<file path="config.mk">
export PLATFORM = sky130hd
export DESIGN_NAME = ball_motion_ctrl
export DESIGN_NICKNAME = d
export VERILOG_FILES = /design/src/rtl/ball_motion_ctrl.sv
export SDC_FILE = /design/constraint.sdc
export NUM_CORES = 1
export LEC_CHECK = 0
export BUFFER_PORTS_ARGS = -buffer_cell sky130_fd_sc_hd__buf_2
export CORE_ASPECT_RATIO = 2
export CORE_MARGIN = 10
export CORE_UTILIZATION = 35
export CTS_CLUSTER_SIZE = 14
export DETAILED_ROUTE_END_ITERATION = 6
export GPL_ROUTABILITY_DRIVEN = 0
export GPL_TIMING_DRIVEN = 0
export HOLD_SLACK_MARGIN = 0.12
export PLACE_DENSITY = 0.54
export SLEW_MARGIN = 20
export SYNTH_ARGS = -nofsm -noshare
export SYNTH_HDL_FRONTEND = slang
export SYNTH_SLANG_ARGS = --single-unit
export TNS_END_PERCENT = 50
</file>
<file path="constraint.sdc">
create_clock -name clk_in -period 6.6 [get_ports clk_in]
set_clock_uncertainty 0.05 [all_clocks]
set_input_delay 0 -clock clk_in [delete_from_list [all_inputs] [get_ports clk_in]]
set_output_delay 0 -clock clk_in [all_outputs]
set_load 0.005 [all_outputs]
</file>
<file path="src/rtl/ball_motion_ctrl.sv">
// ball_motion_ctrl
//  Per-frame ball controller: turns the held voice frequency into a slew-limited
//  ball centre, runs the IDLE/PLAY/HIT game FSM, detects ball/pipe collisions
//  and counts cleared pipes. All game outputs change only on new_frame_in edges.
//  Build option: define FREQ_FILTER_EN to pass freq_in through a 1st-order IIR
//  (alpha = 1/4) before it is held; ports and timing are identical either way.
module ball_motion_ctrl #(
    parameter int unsigned Y_HEIGHT   = 208,
    parameter int unsigned Y_MAX      = 704,
    parameter int unsigned MAX_STEP   = 4,
    parameter int unsigned BALL_X     = 640,
    parameter int unsigned SPHERE_R   = 16,
    parameter int unsigned PIPE_W     = 32,
    parameter int unsigned GAP_H      = 96,
    parameter int unsigned HIT_FRAMES = 60
) (
    input  logic        clk_in,
    input  logic        rst_n_in,
    input  logic        new_frame_in,
    input  logic [15:0] freq_in,
    input  logic        freq_valid_in,
    input  logic        start_in,
    input  logic [10:0] pipe_x_in,
    input  logic [9:0]  gap_y_in,
    output logic [9:0]  ball_y_out,
    output logic [1:0]  state_out,
    output logic        hit_out,
    output logic [7:0]  score_out
);

    typedef enum logic [1:0] {
        ST_IDLE = 2'd0,
        ST_PLAY = 2'd1,
        ST_HIT  = 2'd2
    } state_t;

    localparam int unsigned CNT_W = $clog2(HIT_FRAMES + 1);

    // Geometry constants widened to 12 bits so all sums below fit without wrap.
    localparam logic [11:0] REST_Y    = 12'(Y_HEIGHT + 20);
    localparam logic [11:0] Y_LIM     = 12'(Y_MAX);
    localparam logic [11:0] STEP      = 12'(MAX_STEP);
    localparam logic [11:0] BALL_L    = 12'(BALL_X);
    localparam logic [11:0] BALL_R    = 12'(BALL_X + 2 * SPHERE_R);
    localparam logic [11:0] RAD       = 12'(SPHERE_R);
    localparam logic [11:0] PIPE_WID  = 12'(PIPE_W);
    localparam logic [11:0] GAP_HGT   = 12'(GAP_H);
    localparam logic [15:0] FREQ_CAP  = 16'd511;
    localparam logic [CNT_W-1:0] HIT_LOAD = CNT_W'(HIT_FRAMES);
    localparam logic [9:0]  REST_Y10  = 10'(Y_HEIGHT + 20);

    state_t           state;
    logic [15:0]      freq_hold;
    logic [CNT_W-1:0] hit_cnt;
    logic             cleared;

    logic [15:0] freq_q;
    logic [11:0] freq_off;
    logic [11:0] target_raw;
    logic [11:0] target;
    logic [11:0] ball_cur;
    logic [11:0] ball_y_nxt;
    logic [11:0] pipe_l;
    logic [11:0] pipe_r;
    logic [11:0] gap_top;
    logic [11:0] gap_bot;
    logic        x_overlap;
    logic        outside_gap;
    logic        collide;
    logic        pipe_passed;

`ifdef FREQ_FILTER_EN
    logic signed [16:0] freq_diff;
    logic signed [16:0] freq_filt;

    // IIR step: hold + (freq - hold)/4 with an arithmetic shift on the signed difference.
    always_comb begin
        freq_diff = $signed({1'b0, freq_in}) - $signed({1'b0, freq_hold});
        freq_filt = $signed({1'b0, freq_hold}) + (freq_diff >>> 2);
    end

    // Filtered frequency hold, updated on every valid sample in every state.
    always_ff @(posedge clk_in) begin
        if (!rst_n_in) begin
            freq_hold <= '0;
        end else if (freq_valid_in) begin
            freq_hold <= freq_filt[15:0];
        end
    end
`else
    // Raw frequency hold, updated on every valid sample in every state.
    always_ff @(posedge clk_in) begin
        if (!rst_n_in) begin
            freq_hold <= '0;
        end else if (freq_valid_in) begin
            freq_hold <= freq_in;
        end
    end
`endif

    // Target centre from the held frequency, capped then clamped to the top limit.
    always_comb begin
        freq_q     = freq_hold >> 2;
        freq_off   = (freq_q > FREQ_CAP) ? 12'(FREQ_CAP) : {3'b000, freq_q[8:0]};
        target_raw = REST_Y + freq_off;
        target     = (target_raw > Y_LIM) ? Y_LIM : target_raw;
    end

    // Slew limiter: step toward target by at most STEP pixels per frame.
    always_comb begin
        ball_cur = {2'b00, ball_y_out};
        if (target >= ball_cur) begin
            ball_y_nxt = ((target - ball_cur) <= STEP) ? target : ball_cur + STEP;
        end else begin
            ball_y_nxt = ((ball_cur - target) <= STEP) ? target : ball_cur - STEP;
        end
    end

    // Collision and clear detection against the next ball position.
    // "centre - R < gap_top" is evaluated as "centre < gap_top + R" to avoid underflow.
    always_comb begin
        pipe_l      = {1'b0, pipe_x_in};
        pipe_r      = pipe_l + PIPE_WID;
        gap_top     = {2'b00, gap_y_in};
        gap_bot     = gap_top + GAP_HGT;
        x_overlap   = (pipe_l < BALL_R) && (pipe_r > BALL_L);
        outside_gap = (ball_y_nxt < gap_top + RAD) || (ball_y_nxt + RAD > gap_bot);
        collide     = x_overlap && outside_gap;
        pipe_passed = (pipe_r <= BALL_L);
    end

    // Game FSM with registered outputs; everything advances only on frame pulses.
    always_ff @(posedge clk_in) begin
        if (!rst_n_in) begin
            state      <= ST_IDLE;
            ball_y_out <= REST_Y10;
            hit_out    <= 1'b0;
            score_out  <= '0;
            hit_cnt    <= '0;
            cleared    <= 1'b0;
        end else begin
            hit_out <= 1'b0;
            if (new_frame_in) begin
                case (state)
                    ST_IDLE: begin
                        ball_y_out <= REST_Y10;
                        if (start_in) begin
                            state     <= ST_PLAY;
                            score_out <= '0;
                        end
                    end
                    ST_PLAY: begin
                        ball_y_out <= ball_y_nxt[9:0];
                        // A collision implies x-overlap, which excludes a clear on the same frame.
                        if (collide) begin
                            hit_out <= 1'b1;
                            state   <= ST_HIT;
                            hit_cnt <= HIT_LOAD;
                        end
                        if (!pipe_passed) begin
                            cleared <= 1'b0;
                        end else if (!cleared) begin
                            cleared <= 1'b1;
                            if (score_out != 8'hFF) begin
                                score_out <= score_out + 8'd1;
                            end
                        end
                    end
                    ST_HIT: begin
                        if (hit_cnt <= CNT_W'(1)) begin
                            state <= ST_IDLE;
                        end
                        if (hit_cnt != '0) begin
                            hit_cnt <= hit_cnt - CNT_W'(1);
                        end
                    end
                    default: begin
                        state <= ST_IDLE;
                    end
                endcase
            end
        end
    end

    assign state_out = state;

endmodule

</file>
---- After elaboration in Yosys (flattened, before gate mapping) ----
Index checks and enable logic that the tools add are counted.
operators by class
  add/subtract/negate cells ............... 11
  $lt $le $gt $ge ......................... 11
  eq/ne operators ......................... 10
  muxes and demuxes ....................... 20
  reduce and logical (&&, ||, !) cells .... 13
operators with widths
  cell                                                                                count
  8-bit 2-to-1 mux                                                                    4
  12-bit by 3-bit less-or-equal comparator with 1-bit output, second input constant   2
  12-bit 2-to-1 mux                                                                   2
  10-bit by 10-bit subtractor with 11-bit output                                      2
  10-bit one-hot mux with 2 select lines                                              1
  8-bit one-hot mux with 2 select lines                                               1
  14-bit by 9-bit greater-than comparator with 1-bit output, second input constant    1
  2-bit != test, second input constant                                                7
  11-bit by 6-bit adder with 12-bit output, second input constant                     1
  12-bit by 5-bit adder with 12-bit output, second input constant                     1
  12-bit by 10-bit greater-than comparator with 1-bit output, second input constant   1
  12-bit by 11-bit greater-than comparator with 1-bit output                          1
  12-bit by 10-bit less-or-equal comparator with 1-bit output, second input constant  1
  12-bit by 11-bit < comparator with 1-bit output                                     1
  6-bit 2-to-1 mux                                                                    2
  6-bit one-hot mux with 2 select lines                                               1
  10-bit by 3-bit adder with 11-bit output, second input constant                     1
  10-bit by 5-bit adder with 11-bit output, second input constant                     1
  10-bit by 7-bit adder with 11-bit output, second input constant                     1
  11-bit by 10-bit < comparator with 1-bit output, second input constant              1
  11-bit 2-to-1 mux                                                                   1
  10-bit by 3-bit subtractor with 11-bit output, second input constant                1
  8-bit by 9-bit adder with 10-bit output, first input constant                       1
  10-bit >= comparator                                                                1
  other kinds (21)                                                                    28
word-level totals
  register bits after elaboration ......... 44
  bits of input ports ..................... 42
  output and inout port bits .............. 21
  logic and storage cells ................. 72

---- Logic depth before layout (Yosys ltp) ----
  depth after elaboration ................. 15
  depth in mapped cells ................... 36
  gate-level depth less buffers ........... 34

---- Least setup slack after synthesis ----
OpenSTA, ideal clock, no wires.
  path type ............................... register -> register
  start point ............................. register freq_hold[11]
  end point ............................... register hit_cnt[4]
  library setup time ...................... 0.119 ns
  arrival time ............................ 6.929 ns
  required time ........................... 6.431 ns
  setup slack ............................. -0.498 ns
  cell stages (with the launch flop) ...... 35
  path buffers ............................ 2
  period minus slack after synthesis ...... 7.098 ns
  cells stage by stage .................... dfxtp_1 -> or2_1 -> nor4_4 -> nand2b_1 -> ha_1 -> a21oi_1 -> xnor2_1 -> nor4_2 -> nor2_1 -> o21a_1 -> ha_1 -> nand2_1 -> o21ai_1 -> mux2_2 -> or4_1 -> a311oi_1 -> nand4_1 -> nor3_2 -> buf_6 -> nor2_1 -> a311oi_2 -> and2_1 -> buf_6 -> nand2_1 -> xnor2_1 -> ha_1 -> a21o_1 -> a211oi_1 -> a21oi_1 -> o21ai_0 -> a21oi_1 -> o31ai_1 -> and2_1 -> nor2_1 -> o221a_2
between the ends
  cells in the longest elaborated chain, start to end .. 15
  elaborated cells on any way between the ends .. 20
  those cells by class .................... add/sub: 4; order compare: 7; eq/ne: 1; mux: 5; reduce/logical: 3
RTL lines
  element                                                                        RTL line  text
  from (decl)                                                                    53        logic [15:0] freq_hold;
  from (signal assigned)                                                         96        freq_hold <= freq_in;
  14-bit by 9-bit greater-than comparator with 1-bit output (*)                  104       freq_off = (freq_q > FREQ_CAP) ? 12'(FREQ_CAP) : {3'b000, freq_q[8:0]};
  9-bit 2-to-1 mux (*)                                                           104
  8-bit by 9-bit adder with 10-bit output (*)                                    105       target_raw = REST_Y + freq_off;
  10-bit greater-than comparator                                                 106       target = (target_raw > Y_LIM) ? Y_LIM : target_raw;
  10-bit 2-to-1 mux (*)                                                          106
  10-bit by 10-bit subtractor with 11-bit output (on tied branches)              115, 113
  12-bit by 3-bit less-or-equal comparator with 1-bit output (on tied branches)  115, 113
  12-bit 2-to-1 mux / 11-bit 2-to-1 mux (equally long branches)                  115, 113
  12-bit 2-to-1 mux (*)                                                          112       if (target >= ball_cur) begin
  12-bit by 5-bit adder with 12-bit output                                       127       outside_gap = (ball_y_nxt < gap_top + RAD) || (ball_y_nxt + RAD > gap_bot);
  12-bit by 11-bit greater-than comparator with 1-bit output                     127
  1-bit logical OR (*)                                                           127
  1-bit logical AND (*)                                                          128       collide = x_overlap && outside_gap;
  2-bit != test (no line) (*)                                                    -
  4-bit AND reduction (no line) (*)                                              -
  to (signal assigned)                                                           174       hit_cnt <= hit_cnt - CNT_W'(1);
  to (decl)                                                                      54        logic [CNT_W-1:0] hit_cnt;
Mark *: on every way between the ends. The rest lies on a longest branch, timed or not.
A chain may end at the register's enable or synchronous reset.

---- Worst setup path after layout ----
Same ends and word-level chain as after synthesis.

==> out/metrics.cfg <==
[status]
status=complete, but fails checks
violations=negative setup slack

[place]
placed_cell_area_um2=4820
portBuffers=57
dpl.hpwl_um=11400

[finish]
post-route-cell-area_um2=5690
fin_nets=755
syn2layout_area_growth_pct=32.6
utilization_pct=47.2
drive_above_1_share_pct=26.6
antenna_cells=0

[timing]
hold_viol=0
grt_setup_unrepaired=true
timing.setup.tns_ps=-779
slew_violations=0
layout_min_cycle_time_ps=6790
worst_pin_slew_ps=695
slew_headroom_pct=53.7
setup_slack_ps=-187
max_freq_ghz=0.147
fin_crit_sh_pct=103
setup_viol=8

[global_route]
top_usage_layer=met2
grt-ovfl-total=0
grt_pass1_vias=4676
grt_first_pass_wirelength_um=23300
grt_max_degree=16
use_met3_pct=2.86
antenna_found_initial=0
use_met1_pct=14.0
grt_usage_pct=16.4
use_met2_pct=33.2

[cts]
cts_made_buffers=5
cts_tree=done
cts.sinks=42
clockBufferDepth=2
cts-root-buf=clkbuf_16
clock_latency_ps=290
path_clk_slew_ps=70
ctsHtreeMaxLevel=2

[worst_setup_path]
arrival_ps=6920
critPathLaunchType=flop
worst_path_largest_cell_delay_ps=410
path_max_fanout=7
critPathLaunch=freq_hold[11]$_SDFFE_PN0P_
crit_required_ps=6740
path_class=reg2reg
slowest_stage=or4_4
crit_path_frequent_cell=buf_6
endpoint_kind=flop
reg2reg_from=freq_hold[11]$_SDFFE_PN0P_

[drt]
drt-total-wl_um=14600
drc=0
routedWlPerCell_um=17.9
drtIter0Drc=180
routed-via-count=4464
viasPerCell=5.49
drt_pass1_iterations=4
final_antenna_net_count=0

[yosys]
avgSynthCellArea_um2=7.78
synthAdderAreaFrac_pct=14.0
synth_top_family_by_area=simple AND/OR/NAND/NOR gates
syn_inst=551
synth_fp_nets=641
yosysWarnings=0
synth_cell_type_count=65
synthMuxAreaShare_pct=5.19
synthFlopType=dfxtp_1
synth_edf_count=0
synth-compound-area-share_pct=22.8
synth_xor_area_share_pct=8.17
ys_ff_latch=42
synth_area_um2=4290
ys_seq_area_share_pct=19.6
synthArstFlopShare_pct=0
synth-simple-area-share_pct=24.2

[die]
fp-row-count=57
start_util_pct=35.6
die_h_um=177
die_area_um2=17400
ios=63
coreArea_um2=12100
die_w_um=98.3

[power]
peakVddDrop_uv=204
p_per_area_nw_per_um2=184
leakagePower_uw=0.00249

[hold_path]
hp-class=in2reg
min_from=freq_valid_in

[flow_run]
cap_viol_max_count=0

[cell usage after synthesis (14+ instances only)]
cell type,number,area share (%)
nor2b_1,17,2.5
nand4_1,14,2.0
a21oi_1,31,3.6
ha_1,48,14
nand3_1,14,1.6
nor2_1,42,3.7
xnor2_1,24,4.9
o21ai_0,35,4.1
clkbuf_1,14,1.2
xor2_1,16,3.3
dfxtp_1,42,20
nand2_1,48,4.2
inv_1,40,3.5
mux2i_1,20,4.7
[critical path: cells and delay by family (launching register included)]
| kind | cells | cell delay (ps) |
|---|---|---|
| flip-flops | 1 | 320 |
| XOR/XNOR | 1 | 120 |
| AO/OA/AOI/OAI | 12 | 2010 |
| multiplexers | 1 | 300 |
| buffers and inverters | 4 | 440 |
| AND/OR/NAND/NOR | 14 | 2660 |
| adder cells (fa/ha/maj) | 3 | 770 |
[per-layer routing]
layer  share of wire [%]  up-vias
met2                  58       99
li1                    -     2199
met1                  33     2123
met4                 5.8        0
met5                   0        -
met3                 3.2       43
[worst paths after layout]
kind / endpoint / slack (ps) / depth (start not counted)
worst max register to register: hit_cnt[4]$_SDFFE_PN0P_ / -190 / 35
worst max-delay path: hit_cnt[4]$_SDFFE_PN0P_ / -190 / 35
worst min-delay path: freq_hold[13]$_SDFFE_PN0P_ / 130 / 3
worst min register to register: hit_cnt[1]$_SDFFE_PN0P_ / 460 / 2
[cell usage in the layout (no fill, tap or decap), types with 12 or more instances in the layout]
cell / netlist / final
a21oi_1: 31 / 25
buf_2: 1 / 59
buf_4: 0 / 33
dfxtp_1: 42 / 40
dlygate4sd3_1: 0 / 19
ha_1: 48 / 40
inv_1: 40 / 39
mux2i_1: 20 / 20
nand2_1: 48 / 42
nand3_1: 14 / 14
nand4_1: 14 / 14
nor2_1: 42 / 38
nor2b_1: 17 / 16
nor3_1: 13 / 12
o21ai_0: 35 / 27
xnor2_1: 24 / 23
xor2_1: 16 / 16
[layout make-up]
cell class	count	area [um2]
sequential	42	843
inverter	40	153
clock buffer	5	125
clock inverter	3	23.8
multi-input combinational	448	3520
buffer	18	98.8
timing repair buffer	110	734
fill	1209	6370
tap	147	184
[cells by family (layout without fill, tap and decap cells)]
kind of cell             after synthesis  after routing
AND/OR/NAND/NOR                      198            198
multiplexers                          22             22
adder cells (fa/ha/maj)               48             48
flip-flops                            42             42
AO/OA/AOI/OAI                        140            140
buffers and inverters                 61            176
XOR/XNOR                              40             40
[state kept, by name, summed over array words and instances, names as in the netlist]
name	cells
freq_hold	14
ball_y_out	10
score_out	8
hit_cnt	6
state_out	2
cleared	1
hit_out	1
[power breakdown]
| group | internal (uW) | switching [uW] | total [uW] |
|---|---|---|---|
| logic | 232 | 277 | 510 |
| registers | 264 | 15.7 | 279 |
| clock network | 142 | 117 | 259 |
| total | 638 | 410 | 1050 |
[per-stage QoR]
stage / cells / setup slack (ps) / hold WS, ps / total power, uW
after detailed placement: 755 / -1510 / 216 / 688
after CTS: 805 / -415 / 135 / 1020
after floorplan: 551 / 30.3 / 119 / 582
after global routing: 813 / -609 / 171 / 1110
after global placement: 755 / -1470 / 209 / 683
final: 813 / -187 / 125 / 1050
[timing repair]
item,in CTS,in global routing
setup buffers,24,10
endpoints found under the setup margin,9,9
hold endpoints to repair,16,0
hold buffers,19,0
pin swaps,19,6
resized for setup,45,27
Power figures use the tool's default switching activity.
